==> src/rtl/interrupt_sequencer.sv <==
// interrupt_sequencer: owns NMI/INT pending state, IFF1/IFF2 and IM. Arbitrates
// at instruction boundaries and runs the ack / push / vector-read handshakes
// with the core, finishing in either a jump target or an injected IM0 opcode.
module interrupt_sequencer #(
    parameter logic [15:0] NMI_VEC        = 16'h0066,
    parameter logic [15:0] IM1_VEC        = 16'h0038,
    parameter int          INT_ACK_CYCLES = 2
)(
    input  logic        Clk,
    input  logic        Reset,
    input  logic        NMI,
    input  logic        INT,
    input  logic        InstrEnd,
    input  logic        OpEI,
    input  logic        OpDI,
    input  logic        OpRETN,
    input  logic        OpIM,
    input  logic [1:0]  ImVal,
    input  logic [7:0]  IReg,
    input  logic [7:0]  DataBus,
    input  logic        PushDone,
    input  logic        VecRdDone,
    input  logic [15:0] VecRdData,
    output logic        TNMI,
    output logic        IFF1,
    output logic        IFF2,
    output logic [1:0]  IM,
    output logic        Busy,
    output logic        IntAck,
    output logic        PushReq,
    output logic        VecRdReq,
    output logic [15:0] VecRdAddr,
    output logic        JumpValid,
    output logic [15:0] JumpAddr,
    output logic        InjectValid,
    output logic [7:0]  InjectOp
);

    localparam int CW = (INT_ACK_CYCLES > 1) ? $clog2(INT_ACK_CYCLES) : 1;

    typedef enum logic [2:0] {
        IDLE    = 3'd0,
        NMI_ACK = 3'd1,
        INT_ACK = 3'd2,
        PUSH    = 3'd3,
        VEC_RD  = 3'd4,
        JUMP    = 3'd5,
        INJECT  = 3'd6
    } seqState_t;

    seqState_t state, nextState;

    logic          nmiPrev;
    logic          nmiRise;
    logic          acceptNmi;
    logic          acceptInt;
    logic [CW-1:0] ackCnt;
    logic          ackLast;
    logic [1:0]    seqMode;   // IM captured when INT was accepted
    logic          seqVecRd;  // this sequence needs the IM2 vector read

    // ImVal is opcode bits 4:3 of IM n; 00 and 01 both select IM0
    function automatic logic [1:0] mapIm(input logic [1:0] v);
        case (v)
            2'b10:   return 2'd1;
            2'b11:   return 2'd2;
            default: return 2'd0;
        endcase
    endfunction

    assign nmiRise   = NMI & ~nmiPrev;
    assign acceptNmi = (state == IDLE) & InstrEnd & TNMI;
    // EI/DI at the same boundary block INT so EI only opens the window next time
    assign acceptInt = (state == IDLE) & InstrEnd & ~TNMI & INT & IFF1 & ~OpEI & ~OpDI;
    assign ackLast   = (ackCnt == CW'(INT_ACK_CYCLES - 1));

    // state register
    always_ff @(posedge Clk or posedge Reset) begin
        if (Reset) state <= IDLE;
        else       state <= nextState;
    end

    // next-state and handshake outputs, all derived from the current state
    always_comb begin
        nextState   = state;
        Busy        = (state != IDLE);
        IntAck      = 1'b0;
        PushReq     = 1'b0;
        VecRdReq    = 1'b0;
        JumpValid   = 1'b0;
        InjectValid = 1'b0;
        case (state)
            IDLE: begin
                if (acceptNmi)      nextState = NMI_ACK;
                else if (acceptInt) nextState = INT_ACK;
            end
            NMI_ACK: nextState = PUSH;
            INT_ACK: begin
                IntAck = 1'b1;
                if (ackLast) nextState = (seqMode == 2'd0) ? INJECT : PUSH;
            end
            PUSH: begin
                PushReq = 1'b1;
                if (PushDone) nextState = seqVecRd ? VEC_RD : JUMP;
            end
            VEC_RD: begin
                VecRdReq = 1'b1;
                if (VecRdDone) nextState = JUMP;
            end
            JUMP: begin
                JumpValid = 1'b1;
                nextState = IDLE;
            end
            INJECT: begin
                InjectValid = 1'b1;
                nextState   = IDLE;
            end
            default: nextState = IDLE;
        endcase
    end

    // NMI edge history and pending latch; a fresh rise beats the ack clear
    always_ff @(posedge Clk or posedge Reset) begin
        if (Reset) begin
            nmiPrev <= 1'b0;
            TNMI    <= 1'b0;
        end else begin
            nmiPrev <= NMI;
            if (nmiRise)        TNMI <= 1'b1;
            else if (acceptNmi) TNMI <= 1'b0;
        end
    end

    // IFF1/IFF2: acceptance overrides the EI/DI/RETN strobes
    always_ff @(posedge Clk or posedge Reset) begin
        if (Reset) begin
            IFF1 <= 1'b0;
            IFF2 <= 1'b0;
        end else if (acceptNmi) begin
            IFF1 <= 1'b0;
            if (OpEI)      IFF2 <= 1'b1;
            else if (OpDI) IFF2 <= 1'b0;
        end else if (acceptInt) begin
            IFF1 <= 1'b0;
            IFF2 <= 1'b0;
        end else if (OpEI) begin
            IFF1 <= 1'b1;
            IFF2 <= 1'b1;
        end else if (OpDI) begin
            IFF1 <= 1'b0;
            IFF2 <= 1'b0;
        end else if (OpRETN) begin
            IFF1 <= IFF2;
        end
    end

    // interrupt mode; a running sequence uses its own captured copy
    always_ff @(posedge Clk or posedge Reset) begin
        if (Reset)     IM <= 2'd0;
        else if (OpIM) IM <= mapIm(ImVal);
    end

    // sequence context: mode, ack counter, device byte, vector address, target
    always_ff @(posedge Clk or posedge Reset) begin
        if (Reset) begin
            seqMode   <= 2'd0;
            seqVecRd  <= 1'b0;
            ackCnt    <= '0;
            VecRdAddr <= 16'h0000;
            JumpAddr  <= 16'h0000;
            InjectOp  <= 8'h00;
        end else begin
            if (acceptNmi) begin
                JumpAddr <= NMI_VEC;
                seqVecRd <= 1'b0;
            end
            if (acceptInt) begin
                seqMode  <= IM;
                seqVecRd <= (IM == 2'd2);
                ackCnt   <= '0;
            end
            if (state == INT_ACK) begin
                ackCnt <= ackCnt + CW'(1);
                if (ackLast) begin
                    InjectOp  <= DataBus;
                    VecRdAddr <= {IReg, DataBus[7:1], 1'b0};
                    if (seqMode == 2'd1) JumpAddr <= IM1_VEC;
                end
            end
            if ((state == VEC_RD) && VecRdDone) JumpAddr <= VecRdData;
        end
    end

endmodule

==> config.mk <==
export PLATFORM = sky130hd
export DESIGN_NAME = interrupt_sequencer
export DESIGN_NICKNAME = d
export VERILOG_FILES = /design/src/rtl/interrupt_sequencer.sv
export SDC_FILE = /design/constraint.sdc
export NUM_CORES = 1
export LEC_CHECK = 0
export ABC_AREA = 1
export CAP_MARGIN = 40
export CORE_UTILIZATION = 30
export DETAILED_ROUTE_END_ITERATION = 10
export GPL_TIMING_DRIVEN = 0
export PLACE_DENSITY = 0.71
export SETUP_SLACK_MARGIN = 0.05
export SLEW_MARGIN = 30
export SYNTH_ARGS = -nofsm -noshare
export SYNTH_HDL_FRONTEND = slang
export SYNTH_SLANG_ARGS = --single-unit
==> constraint.sdc <==
create_clock -name Clk -period 1.74 [get_ports Clk]
set_clock_uncertainty 0.1 [all_clocks]
set_input_delay 0.348 -clock Clk [delete_from_list [all_inputs] [get_ports Clk]]
set_output_delay 0.348 -clock Clk [all_outputs]
set_load 0.05 [all_outputs]
==> results of run 1 <==
final cells by class:
class / count / area [sq um]
buffer: 13 / 103
sequential: 45 / 1130
timing repair buffer: 111 / 1080
inverter: 24 / 97.6
fill: 655 / 3310
multi-input combinational: 165 / 821
clock buffer: 7 / 86.3
clock inverter: 1 / 30.0
tap: 80 / 100
worst min path at each step:
stage,to,slack (ps),depth (start not counted)
2_1_floorplan,nmiPrev,280,0
3_3_place_gp,TNMI,320,1
3_5_place_dp,TNMI,350,1
4_1_cts,InjectOp[0],320,2
5_1_grt,InjectOp[0],360,2
6_report,InjectOp[0],310,2
per-layer routing:
metal | wire [um] | track usage | up-vias
li1 | - | - | 994
met3 | 405 | 0.0467 | 7
met2 | 2850 | 0.282 | 83
met4 | 55 | 0.0500 | 0
met5 | 0 | 0 | -
met1 | 2320 | 0.191 | 949
worst max-delay path, cell delays in order, from the launching register on:
cell	delay [ps]
dfrtp_2	470
nor2_4	200
nand2_4	80
inv_2	70
buf_8	130
cells in the final DEF (no fill, tap or decap), drive strengths merged:
master	n
nand2	101
clkbuf	12
a31oi	1
nor3	2
conb	1
dlygate4sd2	22
clkdlybuf4s50	44
a21oi	1
dfrtp	45
or2	2
bufinv	1
o22ai	1
o31ai	1
o21ai	20
buf	35
clkinv	1
nand3b	1
a211oi	1
inv	23
nand4	1
nand3	13
nor2	19
clkdlybuf4s15	18
flip-flops by register name, indices dropped and copies added (netlist names):
| register | cells |
|---|---|
| IM | 2 |
| seqMode | 2 |
| VecRdAddr | 9 |
| InjectOp | 7 |
| state | 3 |
| JumpAddr | 16 |
| TNMI | 1 |
| nmiPrev | 1 |
| seqVecRd | 1 |
| IFF2 | 1 |
| IFF1 | 1 |
| ackCnt | 1 |
power breakdown:
part	switching [W]	internal [W]
logic	0.00289	0.00141
registers	0.000319	0.00147
clock network	0.000350	0.000469
cells by family (layout without fill, tap and decap cells):
family / after synthesis / after routing / share of synthesized area
other cells: 1 / 1 / 0.00180
compound gates: 25 / 25 / 0.0654
simple gates: 139 / 139 / 0.304
flops: 45 / 45 / 0.540
buf+inv: 37 / 156 / 0.0894
metrics by stage:
step	worst slack, ps	cells	total power, W	hold WS [ps]	instance area (sq um)
floorplan	38.0	247	0.00459	279	2090
finish	52.9	446	0.00691	313	3440
global placement	-709	421	0.00586	317	3130
CTS	34.6	441	0.00670	321	3330
detailed placement	-418	422	0.00593	349	3160
global route	2.86	446	0.00731	362	3440
timing repair:
| item | CTS | global route |
|---|---|---|
| pin swaps | 3 | 9 |
| gates cloned | 0 | 1 |
| resized for setup | 105 | 40 |
| endpoints found under the setup margin | 50 | 46 |
| setup buffers | 11 | 4 |
==> impl_metrics.py, run 1 <==
metrics = {
    "synth": {
        "syn-num-nets": 292,
        "synthTopCellsByArea": "dfrtp_1 54%, nand2_1 17%, o21ai_0 3.8%, inv_1 3.8%, buf_4 3.2%",
        "syn_inst": 247,
        "yosys.area.top_type": "dfrtp_1",
        "async_flop_share": 1.00,
        "synth_area_per_cell_sq_um": 8.44,
        "synth.most_common_cell": "nand2_1",
        "syn-cell-area_sq_um": 2090,
        "synthFlopType": "dfrtp_1",
        "ys_warn_count": 0,
        "synth_cell_types": 29,
        "synth_edf_count": 0,
        "ys_seq_area_frac": 0.540,
        "synth_seq_cells": 45,
        "synth.top_cell.area_share": 0.540,
        "ys_top_cells_by_count": "96 x nand2_1, 45 x dfrtp_1, 21 x inv_1",
    },
    "clock_tree": {
        "cts_hold_buf": 0,
        "cts_tree": "yes",
        "clkLatencyLatePin_ps": 290,
        "clkTransAtPathRegs_ps": 80,
        "root_buffer": "clkbuf_8",
        "h-tree-depth": 2,
        "cts.sinks": 45,
        "numCtsBuffers": 5,
        "clockBufferDepth": 2,
    },
    "critical_path": {
        "critPathLaunch": "state[0]",
        "cp-start-kind": "flop",
        "worstPathMaxFanout": 5,
        "r2r-start": "state[0]",
        "crit_end": "VecRdReq",
        "worstPathArrival_ps": 1240,
        "endpoint_kind": "primary output",
        "r2r_end": "state[1]",
        "r2r_slack_ps": 100,
        "required_ps": 1290,
        "critPathKind": "reg -> out",
        "r2r_cells": 11,
    },
    "power_and_ir_drop": {
        "powerDensity_nw_per_um2": 2010,
        "peakVddDrop_mv": 0.998,
        "p_leak_nw": 1.74,
    },
    "die": {
        "rows": 30,
        "num_io_pins": 96,
        "fp.dieW_um": 85.4,
        "initial_core_util": 0.309,
        "dieArea_sq_um": 7290,
        "fp.coreArea_sq_um": 6760,
        "die_height_um": 85.4,
    },
    "global_routing": {
        "antenna_found_initial": 0,
        "first_global_vias": 2005,
        "track_usage": 0.161,
        "grt_overflow": 0,
        "grt_max_degree": 24,
        "grt_pass1_wl_um": 9230,
    },
    "run_status": {
        "outcome": "completed",
    },
    "final_layout": {
        "final_core_util": 0.510,
        "n_antenna_cell": 0,
        "drive_above_1_share": 0.230,
        "syn2layout_area_growth_pct": 65.1,
        "nets": 410,
    },
    "timing": {
        "setup_violations": 0,
        "finalSetupTns_ps": 0,
        "rsz0062_at_grt": "yes",
        "fmax_mhz": 593,
        "post-route-period-util": 0.970,
        "finalHoldViolations": 0,
        "drv_slew": 0,
        "slew-limit-headroom": 0.643,
        "worst_pin_slew_ps": 534,
        "min_period_ps": 1690,
    },
    "routing": {
        "remaining_drc_errors": 0,
        "drt_pass1_iterations": 4,
        "routedWlPerCell_um": 12.6,
        "drt_iter0_drc": 152,
        "viasPerCell": 4.56,
        "ant_nets": 0,
        "vias": 2033,
        "drt_wl_total_um": 5630,
    },
    "place": {
        "gp_congestion": 0.720,
        "dp_hpwl_um": 3870,
        "portBuffers": 94,
    },
    "hold_path": {
        "hold_class": "in -> async",
    },
    "run": {
        "maxCapViolations": 0,
    },
}
Power figures use the tool's default switching activity.
==> run 2: changes to the inputs <==
--- a/config.mk
+++ b/config.mk
@@ -11,7 +11,7 @@
 export DETAILED_ROUTE_END_ITERATION = 10
 export GPL_TIMING_DRIVEN = 0
 export PLACE_DENSITY = 0.71
-export SETUP_SLACK_MARGIN = 0.05
+export SETUP_SLACK_MARGIN = 0.15
 export SLEW_MARGIN = 30
 export SYNTH_ARGS = -nofsm -noshare
 export SYNTH_HDL_FRONTEND = slang
==> run 2 against run 1 <==
Utilization up 1.9 points. Sequential power barely moved. Register-to-register slack about the same. Largest power group unchanged. Wire length is 1.8% lower. Cell count up 0.67%. Worst setup slack gained 4.6 ps. Critical path depth down 1.
==> impl_metrics.py, run 2 (synthesis results as in run 1) <==
metrics = {
    "run_status": {
        "outcome": "completed",
    },
    "global_routing": {
        "use_met2": 0.250,
        "track_usage": 0.155,
        "grt_pass1_wl_um": 8940,
        "antenna_found_initial": 0,
        "grt_use_met3": 0.0506,
        "grt_overflow": 0,
        "first_global_vias": 1917,
        "gr-usage-met1": 0.202,
        "grt_max_degree": 24,
        "busiest_layer": "met2",
    },
    "critical_path": {
        "cp-start-kind": "flop",
        "slowest_delay_ps": 470,
        "required_ps": 1290,
        "r2r_slack_ps": 110,
        "r2r_cells": 8,
        "r2r_end": "JumpAddr[8]",
        "crit_chain": "nor2_4 > nand2_2 > buf_6",
        "r2r-start": "state[0]",
        "worstPathMaxFanout": 5,
        "cp_slowest_cell": "dfrtp_2",
        "critPathKind": "reg -> out",
        "worstPathArrival_ps": 1230,
        "endpoint_kind": "primary output",
    },
    "timing": {
        "slew-limit-headroom": 0.644,
        "min_period_ps": 1680,
        "worst_slack_ps": 57.6,
        "setup_violations": 0,
        "finalSetupTns_ps": 0,
        "finalHoldViolations": 0,
        "post-route-period-util": 0.967,
        "worst_pin_slew_ps": 534,
        "rsz0062_at_grt": "yes",
        "fmax_mhz": 594,
        "drv_slew": 0,
    },
    "power_and_ir_drop": {
        "p_leak_nw": 1.74,
        "power.total_w": 0.00706,
        "peakVddDrop_mv": 1.21,
        "powerDensity_nw_per_um2": 1970,
    },
    "routing": {
        "vias": 1982,
        "drt_iter0_drc": 48,
        "routedWlPerCell_um": 12.3,
        "remaining_drc_errors": 0,
        "viasPerCell": 4.41,
        "drt_wl_total_um": 5530,
        "drt_pass1_iterations": 5,
        "ant_nets": 0,
    },
    "final_layout": {
        "largest_registers": "JumpAddr x16, VecRdAddr x9, InjectOp x7",
        "syn2layout_area_growth_pct": 71.4,
        "final_cell_mix": "96 x nand2_1, 44 x clkdlybuf4s50_1, 42 x dfrtp_1",
        "final_common_cell": "nand2_1",
        "n_antenna_cell": 0,
        "top_register": "JumpAddr",
        "postLayoutCellArea_sq_um": 3570,
        "drive_above_1_share": 0.339,
        "nets": 413,
        "largest_register_ffs": 16,
        "final_core_util": 0.529,
    },
    "hold_path": {
        "hold_class": "in -> async",
    },
    "die": {
        "dieArea_sq_um": 7290,
        "fp.coreArea_sq_um": 6760,
        "initial_core_util": 0.309,
        "fp.dieW_um": 85.4,
        "rows": 30,
        "num_io_pins": 96,
        "die_height_um": 85.4,
    },
    "clock_tree": {
        "cts.sinks": 45,
        "h-tree-depth": 2,
        "cts_tree": "yes",
        "cts_hold_buf": 0,
        "root_buffer": "clkbuf_8",
        "clkLatencyLatePin_ps": 300,
        "numCtsBuffers": 5,
        "clockBufferDepth": 2,
        "clkTransAtPathRegs_ps": 90,
    },
    "place": {
        "gp_congestion": 0.767,
        "dp_hpwl_um": 3830,
        "pre_cts_ws_ps": -410,
        "placed_area_sq_um": 3170,
        "portBuffers": 94,
    },
    "run": {
        "maxCapViolations": 0,
    },
}
==> run 2: cell count changes in the layout (fill, tap and decap cells not counted), sizes merged <==
cell,previous run,this run
clkbuf,12,6
dlygate4sd2,22,0
clkdlybuf4s15,18,36
buf,35,46
nand4,1,2
inv,23,24
==> run 2: per-stage QoR <==
| stage | cells | hold WS [ps] |
|---|---|---|
| finish | 449 | 305 |
| global route | 449 | 351 |
| CTS | 442 | 319 |
| detailed placement | 422 | 339 |
| global placement | 421 | 318 |
| floorplan | 247 | 279 |
==> run 2: what timing repair did <==
action / CTS / global route
buffers inserted: 11 / 5
resized for setup: 198 / 34
gates cloned: 1 / 2
pin swaps: 5 / 8
endpoints found under the setup margin: 55 / 36
==> run 2: how the worst max path moves through the flow <==
| stage | depth (start not counted) | startpoint | slack, ps | to |
|---|---|---|---|---|
| after floorplan | 7 | state[2] | 70 | JumpAddr[10] |
| after global routing | 4 | state[1] | 20 | IntAck |
| after detailed placement | 4 | state[0] | -410 | VecRdReq |
| final | 3 | state[0] | 60 | Busy |
| after global placement | 2 | Reset | -850 | state[2] |
| after CTS | 4 | state[1] | 50 | VecRdReq |
==> run 2: metal layers <==
layer / up-vias / share of wire
met5: - / 0
met4: 0 / 0.015
met3: 8 / 0.076
met2: 75 / 0.48
met1: 894 / 0.42
li1: 1005 / -
==> run 2: worst max-delay path: cells and delay by family (launching register included) <==
family | cells | cell delay, ps
and+or+nand+nor | 2 | 310
DFF | 1 | 470
buffers and inverters | 1 | 160
==> run 2: area by class of cell <==
class | count | area (sq um)
Fill cell | 653 | 3180
Timing Repair Buffer | 113 | 1150
Sequential cell | 45 | 1130
Multi-Input combinational cell | 166 | 875
Buffer | 13 | 113
Tap cell | 80 | 100
Inverter | 24 | 97.6
Clock buffer | 6 | 72.6
Clock inverter | 2 | 38.8
==> run 2: power breakdown <==
group	switching, W	total [W]	leakage (nW)	internal [W]
combinational	0.00291	0.00446	1.13	0.00155
clock	0.000358	0.000789	0.0554	0.000431
sequential	0.000343	0.00181	0.554	0.00147
total	0.00361	0.00706	1.74	0.00345
==> run 3: changes to the inputs <==
--- a/config.mk
+++ b/config.mk
@@ -11,6 +11,7 @@
 export DETAILED_ROUTE_END_ITERATION = 10
 export GPL_TIMING_DRIVEN = 0
 export PLACE_DENSITY = 0.71
+export RECOVER_POWER = 25
 export SETUP_SLACK_MARGIN = 0.15
 export SLEW_MARGIN = 30
 export SYNTH_ARGS = -nofsm -noshare
==> run 3 against run 2 <==
Clock-buffer cell count did not move. Utilization did not move. Clock power barely moved. Global-route usage did not move. Non-clock buffer count did not move. Cell count did not move. Via count did not move. Critical endpoint unchanged. Largest power group unchanged. Highest routed layer unchanged.
==> impl_metrics.py, run 3 (synthesis results as in run 1) <==
metrics = {
    "final_layout": {
        "final_common_cell": "nand2_1",
        "top_register": "JumpAddr",
        "instances_no_fill": 449,
        "largest_register_ffs": 16,
        "multi_input_area_sq_um": 875,
        "ff_latch_area_sq_um": 1130,
        "syn2layout_area_growth_pct": 71.4,
        "nets": 413,
        "largest_registers": "JumpAddr x16, VecRdAddr x9, InjectOp x7",
        "final_cell_mix": "96 x nand2_1, 42 x dfrtp_1, 41 x clkdlybuf4s50_1",
        "n_fill_cell": 653,
        "drive_above_1_share": 0.336,
        "n_antenna_cell": 0,
    },
    "die": {
        "fp.dieW_um": 85.4,
        "fp.coreArea_sq_um": 6760,
        "die_height_um": 85.4,
        "rows": 30,
        "dieArea_sq_um": 7290,
        "initial_core_util": 0.309,
        "num_io_pins": 96,
    },
    "clock_tree": {
        "cts_tree": "yes",
        "root_buffer": "clkbuf_8",
        "numCtsBuffers": 5,
        "h-tree-depth": 2,
        "clockBufferDepth": 2,
        "cts_hold_buf": 0,
        "cts.sinks": 45,
        "clkLatencyLatePin_ps": 300,
        "clkTransAtPathRegs_ps": 80,
    },
    "global_routing": {
        "grt_overflow": 0,
        "antenna_found_initial": 0,
        "grt_pass1_wl_um": 8940,
        "grt_max_degree": 24,
        "first_global_vias": 1917,
        "track_usage": 0.155,
    },
    "place": {
        "dp_hpwl_um": 3830,
        "dp_cells": 422,
        "gp_congestion": 0.767,
        "portBuffers": 94,
    },
    "hold_path": {
        "hold_class": "reg -> reg",
        "worstHoldStart": "nmiPrev",
        "whs_path_depth": 1,
        "min_to": "TNMI",
    },
    "routing": {
        "drt_wl_total_um": 5530,
        "drt_iter0_drc": 48,
        "routedWlPerCell_um": 12.3,
        "ant_nets": 0,
        "remaining_drc_errors": 0,
        "drt_pass1_iterations": 5,
        "vias": 1982,
        "viasPerCell": 4.41,
    },
    "timing": {
        "post-route-period-util": 0.967,
        "min_period_ps": 1680,
        "slew-limit-headroom": 0.356,
        "rsz0062_at_grt": "yes",
        "fmax_mhz": 594,
        "setup_violations": 0,
        "drv_slew": 0,
        "finalSetupTns_ps": 0,
        "worst_pin_slew_ps": 965,
        "finalHoldViolations": 0,
    },
    "critical_path": {
        "cp_slowest_cell": "dfrtp_2",
        "slowest_delay_ps": 470,
        "crit_chain": "nor2_4 > nand2_2 > buf_6",
        "worstPathArrival_ps": 1230,
        "required_ps": 1290,
        "r2r_cells": 8,
        "r2r-start": "state[0]",
        "cp-start-kind": "flop",
        "r2r_slack_ps": 110,
        "critPathKind": "reg -> out",
        "r2r_end": "JumpAddr[8]",
        "endpoint_kind": "primary output",
        "worstPathMaxFanout": 5,
    },
    "power_and_ir_drop": {
        "p_leak_nw": 1.75,
        "powerDensity_nw_per_um2": 1970,
        "peakVddDrop_mv": 1.21,
    },
    "run": {
        "maxCapViolations": 0,
    },
    "run_status": {
        "outcome": "completed",
    },
}
-- run 3: changes by cell type in the layout (fill, tap and decap cells not counted) --
cell and change:
dlygate4sd3_1 +3, inv_1 +1, clkdlybuf4s50_1 -3, inv_2 -1
-- run 3: through the flow --
stage | total power, W | utilization | instance area, sq um | hold slack (ps) | worst slack (ps)
4_1_cts | 0.00688 | 0.509 | 3440 | 319 | 50.2
3_3_place_gp | 0.00588 | 0.465 | 3140 | 318 | -846
2_1_floorplan | 0.00460 | - | 2100 | 279 | 68.5
5_1_grt | 0.00746 | 0.529 | 3570 | 369 | 24.3
3_5_place_dp | 0.00594 | 0.469 | 3170 | 339 | -410
6_report | 0.00706 | 0.529 | 3570 | 348 | 57.6
-- run 3: how the worst max path moves through the flow --
stage / depth (start not counted) / endpoint / startpoint
finish: 3 / Busy / state[0]
floorplan: 7 / JumpAddr[10] / state[2]
global route: 4 / IntAck / state[1]
global placement: 2 / state[2] / Reset
detailed placement: 4 / VecRdReq / state[0]
CTS: 4 / VecRdReq / state[1]
-- run 3: report_power, final --
group	leakage, nW	internal [W]	switching (W)
Combinational	1.14	0.00155	0.00291
Sequential	0.554	0.00147	0.000343
Clock	0.0554	0.000431	0.000358
-- run 3: area by class of cell --
| type | count | area share |
|---|---|---|
| multi-input cells | 166 | 0.245 |
| clock buffers | 6 | 0.0203 |
| plain buffers | 13 | 0.0315 |
| repair buffers | 113 | 0.321 |
| flip-flops and latches | 45 | 0.316 |
| inverters | 24 | 0.0273 |
| clock inverters | 2 | 0.0109 |
| well taps | 80 | 0.0280 |
-- run 3: worst max-delay path: cells and delay by family, from the launching register on --
family	cells	cell delay, ps
AND/OR/NAND/NOR	2	310
buffers and inverters	1	160
flip-flops	1	470
-- run 3: what timing repair did --
item	4_1_cts	5_1_grt
gates resized for setup	198	34
pin swaps	5	8
endpoints found under the setup margin	55	36
cloned	1	2
buffers inserted	11	5
-- run 3: routing by layer --
metal,wire length (um),up-vias,GRT usage,part of all wire
met5,0,-,0,0
met4,81,0,0.0364,0.015
met3,418,8,0.0506,0.076
met2,2680,75,0.250,0.48
met1,2350,894,0.202,0.42
li1,-,1005,-,-
